`src/rtl/ir_queue.sv`:
```
// ir_queue: instruction register fed by a FIFO prefetch queue with bypass and flush
module ir_queue #(
  parameter int WIDTH = 32,
  parameter int DEPTH = 4,
  parameter int CW = $clog2(DEPTH) + 1
) (
  input  logic             CLK,
  input  logic             RST,
  input  logic [WIDTH-1:0] in_data,
  input  logic             in_valid,
  output logic             in_ready,
  input  logic             IRWre,
  input  logic             flush,
  output logic [WIDTH-1:0] result,
  output logic             ir_valid,
  output logic [5:0]       op,
  output logic [4:0]       rs,
  output logic [4:0]       rt,
  output logic [4:0]       rd,
  output logic [4:0]       sa,
  output logic [15:0]      imm,
  output logic [CW-1:0]    count
);
  localparam int AW = $clog2(DEPTH);
  logic [WIDTH-1:0] mem [DEPTH];
  logic [AW-1:0] rd_ptr, wr_ptr;
  logic push, pop, bypass;
  assign in_ready = count < CW'(DEPTH);
  assign pop = IRWre && count != '0;
  // an empty-queue load takes the incoming word directly instead of enqueuing it
  assign bypass = IRWre && count == '0 && in_valid;
  assign push = in_valid && in_ready && !bypass;
  assign op  = result[31:26];
  assign rs  = result[25:21];
  assign rt  = result[20:16];
  assign rd  = result[15:11];
  assign sa  = result[10:6];
  assign imm = result[15:0];
  always_ff @(posedge CLK)
    if (RST && !flush && push) mem[wr_ptr] <= in_data;
  always_ff @(posedge CLK) begin
    if (!RST) begin
      rd_ptr <= '0;
      wr_ptr <= '0;
      count <= '0;
      result <= '0;
      ir_valid <= 1'b0;
    end else if (flush) begin
      rd_ptr <= '0;
      wr_ptr <= '0;
      count <= '0;
      ir_valid <= 1'b0;
    end else begin
      if (push) wr_ptr <= wr_ptr + AW'(1);
      if (pop) rd_ptr <= rd_ptr + AW'(1);
      count <= count + CW'(push) - CW'(pop);
      if (IRWre) begin
        result <= pop ? mem[rd_ptr] : bypass ? in_data : result;
        ir_valid <= pop || bypass;
      end
    end
  end
endmodule

```
`config.mk`:
```
export PLATFORM = sky130hd
export DESIGN_NAME = ir_queue
export DESIGN_NICKNAME = d
export VERILOG_FILES = /design/src/rtl/ir_queue.sv
export SDC_FILE = /design/constraint.sdc
export NUM_CORES = 1
export LEC_CHECK = 0
export CAP_MARGIN = 20
export CORE_ASPECT_RATIO = 0.7
export CORE_MARGIN = 8
export CORE_UTILIZATION = 55
export DETAILED_ROUTE_END_ITERATION = 10
export PLACE_DENSITY_LB_ADDON = 0.12
export SYNTH_ARGS = -nofsm -noshare
export SYNTH_HDL_FRONTEND = slang
export SYNTH_SLANG_ARGS = --single-unit
```
`constraint.sdc`:
```
create_clock -name CLK -period 4.03 [get_ports CLK]
set_input_delay 0.403 -clock CLK [delete_from_list [all_inputs] [get_ports CLK]]
set_output_delay 0.403 -clock CLK [all_outputs]
set_load 0.1 [all_outputs]
```
==> results_dict.tcl, run 1 <==
set metrics [dict create \
    path_buf_inv 1 \
    timing.fmax_mhz 398 \
    outcome "complete, no violations" \
    reg2reg_from "count[1]$_SDFF_PP0_" \
    synth.distinct_cells 32 \
    hpwl_um 8430 \
    avgSynthCellArea_um2 15.7 \
    cp_slowest_cell "clkdlybuf4s50_1" \
    grt_max_degree 35 \
    dr.pass1.iters 5 \
    arrival_ns 2.11 \
    fillCellCount 818 \
    grt_pass1_vias 4076 \
    grt_pass1_wl_um 22300 \
    critical_path.max_stage_delay_ns 1.21 \
    drtIter0Drc 249 \
    yosysTopAreaCellShare_pct 54.3 \
    io_buffers 115 \
    critPathRequiredTime_ns 3.63 \
    synth_xor_area_share_pct 0.371 \
    fin_nets 563 \
    ys_top_cells_by_area "edfxtp_1, dfxtp_1, mux4_2" \
    worstPathCellList "clkdlybuf4s50_1" \
    dieArea_um2 16800 \
    wl_per_cell_um 20.4 \
    num_vias 3943 \
    setup-tns-final_ns 0 \
    worst_slack_ns 1.52 \
    cp_top_family "buffers and inverters" \
    hp-class "reg2reg" \
    peakVddDrop_mv 0.368 \
    max-cap-violations 0 \
    ant_nets 0 \
    critPathMaxFanout 6 \
    pre_cts_slack_ns 1.12 \
    r2r_cells 9 \
    yosys.area_share.adder_pct 1.34 \
    layout_commonest_cell "edfxtp_1" \
    crit_end "count[1]" \
    cts_tree "done" \
    grt_use_total_pct 17.6 \
    cts_resized 0 \
    rsz0062_at_grt "no" \
    die_w_um 152 \
    clockBufferDepth 2 \
    wirelength_um 14200 \
    io_pins 116 \
    place_area_um2 8030 \
    dp.cells 662 \
    path_clk_slew_ns 0.06 \
    finClkSkew_ns 0.00802 \
    finalSetupViolations 0 \
    fp-row-count 34 \
    drcViolationCount 0 \
    fp.dieH_um 111 \
    synth_cells 451 \
    cp.depth 1 \
    syn_to_final_growth_pct 22.1 \
    cts_htree_levels 4 \
    regArea_um2 4690 \
    r2r_setup_slack_ns 1.68 \
    gr-total-overflow 0 \
    worstSkewPairLatency_ns 0.42 \
    slew_headroom_pct 33.0 \
    yosys-mux-area-fraction_pct 10.3 \
    cts.sinks 170 \
    min_period_over_period_pct 62.3 \
    antenna_found_initial 0 \
    diodes 0 \
    final_cell_mix "edfxtp_1, clkdlybuf4s50_1, nand2_1" \
    coreArea_um2 12500 \
    endpoint_kind "primary output" \
    reg2reg_to "count[2]$_SDFF_PP0_" \
    worstMarginPinSlew_ns 1.00 \
    numCtsBuffers 17 \
    initial_utilization_pct 56.6 \
    ys_ff_latch 170 \
    critPathLaunch "count[1]$_SDFF_PP0_" \
    power.density_nw_per_um2 509 \
    yosys_warnings 0 \
    critPathLaunchType "register" \
    synth_top_family_by_area "multiplexers" \
    critPathKind "reg2out" \
    finalNonFillerCells 694 \
    cts_root_buf "clkbuf_16" \
    cts_setup_buffers 0 \
    synth_largest_area_cell "edfxtp_1" \
    synth_seq_area_share_pct 66.2 \
    power_leakage_nw 2.77 \
    multi_input_area_um2 1910 \
    min_period_ns 2.51 \
    drive_gt1_share_pct 20.1 \
    slew_violations 0 \
    synth_nets 495 \
    postCtsHoldBufs 0 \
    fin_area_um2 8640 \
    drt-vias-per-instance 5.68 \
    fin_util_pct 69.1 \
    finalHoldViolCount 0 \
    synth_area_um2 7080 \
    gp_congestion 0.734 \
    synth-compound-area-share_pct 9.58 \
    synth_simple_gate_area_share_pct 5.11 \
]
[per-stage QoR]
step	power (mW)	hold WS [ns]
finish	4.39	0.513
CTS	4.42	0.506
detailed placement	2.82	0.493
floorplan	2.64	0.459
global route	4.53	0.539
global placement	2.81	0.476
[synthesized netlist by cell type, drive strengths merged]
library cell  number
or4                1
o21a               1
mux4              32
xnor2              3
clkbuf            19
mux2i              1
and2               5
nand2b             2
or2                1
edfxtp           128
a21oi             34
o31ai              1
o21ba              1
dfxtp             42
buf               52
nor3               1
a311oi            32
nor3b              2
nor2b              1
nor2               6
o21ai              2
nand2             64
inv               11
fa                 1
ha                 6
or3                2
[power by group]
part,internal (mW),total (mW),switching (mW)
logic,0.208,0.827,0.619
registers,1.92,1.95,0.0331
clock network,0.988,1.61,0.626
total,3.12,4.39,1.28
[cells by family after synthesis]
group	count (synthesis)
flops	170
simple gates	85
buf+inv	82
compound gates	71
mux	33
fa+ha+maj	7
xor+xnor	3
[worst reg2reg max path, cell delays in order (launching register included)]
cell	delay, ns
dfxtp_1	0.39
nor3b_1	0.52
or2_2	0.21
ha_1	0.12
inv_1	0.04
ha_1	0.18
fa_1	0.39
xnor2_1	0.19
xnor2_1	0.14
nor2_1	0.05
[metal layers]
layer  track usage (%)  wire [um]  vias up  share of wire, %
met5                 0          0        -                 0
met4              5.53        130        0              0.92
met3              5.71       1220       12               8.6
met2              26.1       6670      156                47
met1              24.3       6180     1971                44
li1                  -          -     1804                 -
[final cells by class]
type / instances / share of cell area, %
repair buffers: 120 / 13.8
clock inverters: 3 / 0.246
multi-input cells: 199 / 22.1
well taps: 162 / 2.35
inverters: 11 / 0.478
flip-flops and latches: 170 / 54.3
clock buffers: 29 / 6.78
[how the worst min path moves through the flow]
| stage | endpoint | cells after the start | start | slack [ns] |
|---|---|---|---|---|
| after global placement | register | 2 | rd_ptr[1]$_SDFFE_PP0N_ | 0.48 |
| after CTS | register | 2 | rd_ptr[1]$_SDFFE_PP0N_ | 0.51 |
| after global routing | register | 2 | rd_ptr[1]$_SDFFE_PP0N_ | 0.54 |
| after detailed placement | ir_valid$_SDFFE_PP0P_ | 2 | ir_valid$_SDFFE_PP0P_ | 0.49 |
| after floorplan | register | 2 | rd_ptr[1]$_SDFFE_PP0N_ | 0.46 |
| final | register | 2 | rd_ptr[1]$_SDFFE_PP0N_ | 0.51 |
[flip-flops by register name, indices dropped and copies added, names as in the netlist, named ones only]
| name | cells |
|---|---|
| rd_ptr | 2 |
| result | 32 |
| mem | 128 |
| count | 3 |
| wr_ptr | 2 |
| ir_valid | 1 |
Power figures use the tool's default switching activity.
==> inputs of run 2 (changes only) <==
Settings changed: CORE_UTILIZATION 55 to 48.
Clock period 4.03 ns to 2 ns, I/O delays scaled along.
==> run 2 against run 1 <==
Effect of this change:
- via count grew 2.6%
- combinational power up 110%
- final cell count increased by 8.1%
- power grew 110%
- hold slack worse by 0.060 ns
- clock skew increased by 0.0014 ns
- count of clock-buffer cells in the layout is 11 lower
- largest power group unchanged
==> results_dict.tcl, run 2 (synthesis results as in run 1) <==
set metrics [dict create \
    timing.fmax_mhz 508 \
    drive_gt1_share_pct 40.2 \
    timing.hold.ws_ns 0.453 \
    path_clk_slew_ns 0.07 \
    finalHoldViolCount 0 \
    slew_violations 0 \
    fp.dieH_um 118 \
    num_vias 4044 \
    diodes 0 \
    wirelength_um 15600 \
    critPathKind "reg2reg" \
    worstSkewPairLatency_ns 0.42 \
    grt_use_total_pct 16.7 \
    io_buffers 115 \
    power_leakage_nw 3.08 \
    cts_tree "done" \
    syn_to_final_growth_pct 25.3 \
    hp-class "in2reg" \
    finalNonFillerCells 750 \
    min_delay_path_depth 1 \
    fin_area_um2 8870 \
    dp.cells 717 \
    postCtsHoldBufs 0 \
    final_cell_mix "edfxtp_1, buf_4, nand2_1" \
    grt_pass1_vias 4275 \
    cts.sinks 170 \
    wl_per_cell_um 20.8 \
    peakVddDrop_mv 0.742 \
    max-cap-violations 0 \
    largest_reg_flops 128 \
    rsz0062_at_grt "yes" \
    critPathRequiredTime_ns 2.31 \
    outcome "complete, no violations" \
    cts_root_buf "clkbuf_16" \
    finalSetupViolations 0 \
    dr.pass1.iters 4 \
    place_area_um2 8210 \
    worstMarginPinSlew_ns 0.992 \
    pre_cts_slack_ns -0.376 \
    critPathLaunchType "register" \
    cts_htree_levels 4 \
    finClkSkew_ns 0.00945 \
    r2r_cells 10 \
    largestRegisters "mem (128), result (32), count (3)" \
    hpwl_um 9540 \
    fp-row-count 37 \
    ant_nets 0 \
    largest-register "mem" \
    min_period_over_period_pct 98.5 \
    drt-vias-per-instance 5.39 \
    grt_pass1_wl_um 24500 \
    clockBufferDepth 2 \
    coreArea_um2 14500 \
    slew_headroom_pct 33.8 \
    io_pins 116 \
    die_w_um 161 \
    fin_nets 586 \
    numCtsBuffers 17 \
    endpoint_kind "register" \
    worst_slack_ns 0.0296 \
    critPathMaxFanout 3 \
    dieArea_um2 18900 \
    antenna_found_initial 0 \
    min_period_ns 1.97 \
    arrival_ns 2.28 \
    drcViolationCount 0 \
    gp_congestion 0.707 \
    power.density_nw_per_um2 1030 \
    layout_commonest_cell "edfxtp_1" \
    gr-total-overflow 0 \
    drtIter0Drc 232 \
    grt_max_degree 35 \
    initial_utilization_pct 48.7 \
]
## run 2: path summary, 6_finish.rpt
check,startpoint,end,slack [ns]
worst max register to register,count[2]$_SDFF_PP0_,count[2]$_SDFF_PP0_,0.03
worst max-delay path,count[2]$_SDFF_PP0_,count[2]$_SDFF_PP0_,0.03
worst min-delay path,in_data[16],mem[2][16]$_DFFE_PP_,0.45
worst min register to register,rd_ptr[1]$_SDFFE_PP0N_,register,0.49
## run 2: timing repair
| item | CTS | global route |
|---|---|---|
| buffers inserted | 1 | 0 |
| setup endpoints to repair | 1 | 2 |
| gates resized for setup | 2 | 1 |
| pin swaps | 4 | 0 |
## run 2: where the power goes
group	switching, mW	internal (mW)
clock	1.39	2.12
combinational	1.28	0.420
sequential	0.0614	3.87
## run 2: layout make-up
cell class / instances / area, um2
clock buffer: 18 / 429
clock inverter: 14 / 209
fill: 1139 / 5660
inverter: 11 / 41.3
multi-input combinational: 199 / 1960
sequential: 170 / 4700
tap: 195 / 244
timing repair buffer: 143 / 1290
## run 2: per-layer routing
layer	GRT usage [%]	wire [um]
met1	21.9	7000
met2	26.5	7510
met3	5.42	977
met4	4.21	89
met5	0	0
## run 2: per-stage QoR
step,TNS [ns],util [%],power (mW)
after floorplan,-0.590,-,5.35
after global placement,-0.556,56.5,5.69
after detailed placement,-0.613,56.5,5.71
after CTS,0,61.0,9.23
after global routing,-0.0621,61.0,9.46
final,0,61.0,9.14
## run 2: critical path, stage by stage (launching register included)
cell and delay, ns:
dfxtp_4 0.36, buf_12 0.12, o31ai_4 0.19, inv_2 0.08, ha_4 0.26, inv_2 0.04
ha_4 0.14, fa_2 0.34, xnor2_2 0.14, xnor2_1 0.13, nor2_1 0.05
==> inputs of run 3 (changes only) <==
Settings changed: CORE_ASPECT_RATIO 0.7 to not set, CORE_UTILIZATION 48 to 53.
Clock period 2 ns to 1.9 ns, I/O delays scaled along.
==> run 3 against run 2 <==
Effect of this change:
- the run now ends with negative setup slack left
- final cell count is 1.7% lower
- largest power group unchanged
- worst setup slack worse by 0.11 ns
- die area fell by 8.7%
- highest routed layer unchanged
- first-iteration DRC count up 30%
- sequential power is 5.3% higher
- sequential share of layout area grew 0.28 points
- via count rose by 1.1%
- critical path type unchanged
- power rose by 1.2%
- cell area is 0.52% lower
- non-clock buffer count rose by 6
==> results_dict.tcl, run 3 (synthesis results as in run 1) <==
set metrics [dict create \
    timing.hold.ws_ns 0.431 \
    largest_reg_flops 128 \
    drt-vias-per-instance 5.55 \
    largestRegisters "mem (128), result (32), count (3)" \
    reg2reg_to "count[2]$_SDFF_PP0_" \
    grt_pass1_vias 4396 \
    cts_tree "done" \
    wirelength_um 15300 \
    syn_to_final_growth_pct 24.7 \
    dieArea_um2 17300 \
    slew_violations 0 \
    power.density_nw_per_um2 1050 \
    worstMarginPinSlew_ns 0.993 \
    min_period_over_period_pct 104 \
    num_vias 4089 \
    power_leakage_nw 3.08 \
    hpwl_um 9390 \
    io_pins 116 \
    hp-class "in2reg" \
    power.total_mw 9.25 \
    finalSetupViolations 1 \
    drcViolationCount 0 \
    critPathLaunch "count[2]$_SDFF_PP0_" \
    rsz0062_at_grt "yes" \
    dp.cells 703 \
    worstSkewPairLatency_ns 0.42 \
    violations "negative setup slack" \
    swShare_pct 29.5 \
    gr-total-overflow 0 \
    p_sw_mw 2.73 \
    pwr-share-clk_pct 35.7 \
    grt_pass1_wl_um 24400 \
    cts_htree_levels 4 \
    layout_commonest_cell "edfxtp_1" \
    fp.dieH_um 132 \
    peakVddDrop_mv 0.627 \
    fp-row-count 42 \
    intPower_mw 6.52 \
    diodes 0 \
    timing.fmax_mhz 505 \
    wl_met3_um 800 \
    r2r_cells 10 \
    initial_utilization_pct 53.9 \
    met2WireLength_um 8150 \
    cts_root_buf "clkbuf_16" \
    maxUsedRoutingLayer "met4" \
    arrival_ns 2.29 \
    gp_congestion 0.722 \
    dr.pass1.iters 5 \
    fillCellCount 969 \
    io_buffers 115 \
    wl_per_cell_um 20.7 \
    finalHoldViolCount 0 \
    min_period_ns 1.98 \
    max-cap-violations 0 \
    clockBufferDepth 2 \
    cts.sinks 170 \
    worst_slack_ns -0.0788 \
    grt_use_total_pct 18.4 \
    fin_nets 593 \
    critPathLaunchType "register" \
    finalNonFillerCells 737 \
    slew_headroom_pct 33.7 \
    wl_met1_um 6040 \
    drive_gt1_share_pct 40.1 \
    largest-register "mem" \
    coreArea_um2 13100 \
    r2r_setup_slack_ns -0.08 \
    antenna_found_initial 0 \
    numCtsBuffers 17 \
    pwr-share-seq_pct 44.7 \
    endpoint_kind "register" \
    critPathKind "reg2reg" \
    drtIter0Drc 302 \
    finClkSkew_ns 0.0108 \
    reg2reg_from "count[2]$_SDFF_PP0_" \
    p_comb_share_pct 19.6 \
    outcome "finished, violations left" \
    final_cell_mix "edfxtp_1, buf_4, nand2_1" \
    crit_end "count[2]$_SDFF_PP0_" \
    postCtsHoldBufs 0 \
    grt_max_degree 35 \
    critPathRequiredTime_ns 2.21 \
    critPathMaxFanout 3 \
    ant_nets 0 \
    die_w_um 132 \
    path_clk_slew_ns 0.06 \
]
-- run 3: changes by cell type in the layout (fill, tap and decap cells not counted), sizes merged --
cell	before	now
buf	107	113
clkbuf	18	23
inv	16	12
bufinv	4	2
and2	5	6
-- run 3: cell type report --
cell class / count / area (um2) / share of cell area, %
Tap cell: 176 / 220 / 2.50
Sequential cell: 170 / 4700 / 53.2
Clock buffer: 23 / 468 / 5.30
Inverter: 11 / 41.3 / 0.468
Multi-Input combinational cell: 200 / 1970 / 22.3
Timing Repair Buffer: 149 / 1330 / 15.1
Clock inverter: 8 / 93.8 / 1.06
-- run 3: how the worst min path moves through the flow --
stage,startpoint,to,slack (ns),cells past startpoint
6_report,in_data[6],mem[2][6]$_DFFE_PP_,0.43,1
5_1_grt,in_data[31],mem[3][31]$_DFFE_PP_,0.44,1
4_1_cts,in_data[31],mem[3][31]$_DFFE_PP_,0.42,1
3_5_place_dp,rd_ptr[1]$_SDFFE_PP0N_,register,0.49,2
3_3_place_gp,rd_ptr[1]$_SDFFE_PP0N_,register,0.47,2
2_1_floorplan,in_data[0],mem[0][0]$_DFFE_PP_,0.29,0
-- run 3: per-layer routing --
metal / track usage, % / up-vias
met3: 5.11 / 22
met5: 0 / -
met1: 21.3 / 2083
met4: 7.59 / 0
met2: 31.6 / 121
li1: - / 1863
-- run 3: worst max-delay path: stages, from the launching register on --
cell	delay [ns]
dfxtp_4	0.36
buf_12	0.12
o31ai_4	0.19
inv_2	0.08
ha_4	0.26
inv_2	0.04
ha_4	0.14
fa_2	0.35
xnor2_2	0.15
xnor2_1	0.13
nor2_1	0.05
-- run 3: stage by stage --
stage | utilization, % | instance area, um2 | worst slack, ns | TNS (ns)
after CTS | 67.1 | 8820 | -0.107 | -0.107
after global routing | 67.2 | 8830 | -0.156 | -0.214
final | 67.2 | 8830 | -0.0788 | -0.0788
after detailed placement | 62.6 | 8230 | -0.500 | -15.32
after floorplan | - | 7150 | -0.470 | -0.790
after global placement | 62.6 | 8230 | -0.417 | -8.50
-- run 3: power by group through the flow --
stage | Sequential [mW] | Combinational [mW] | Clock [mW]
floorplan | 4.61 | 1.02 | 0
global placement | 4.21 | 1.78 | 0
detailed placement | 4.21 | 1.80 | 0
CTS | 4.14 | 1.82 | 3.36
global route | 4.14 | 1.89 | 3.50
finish | 4.14 | 1.81 | 3.30
-- run 3: repair_timing --
item,4_1_cts,5_1_grt
cloned,1,0
setup buffers,1,1
resized for setup,3,2
endpoints found under the setup margin,4,18
pin swaps,5,1
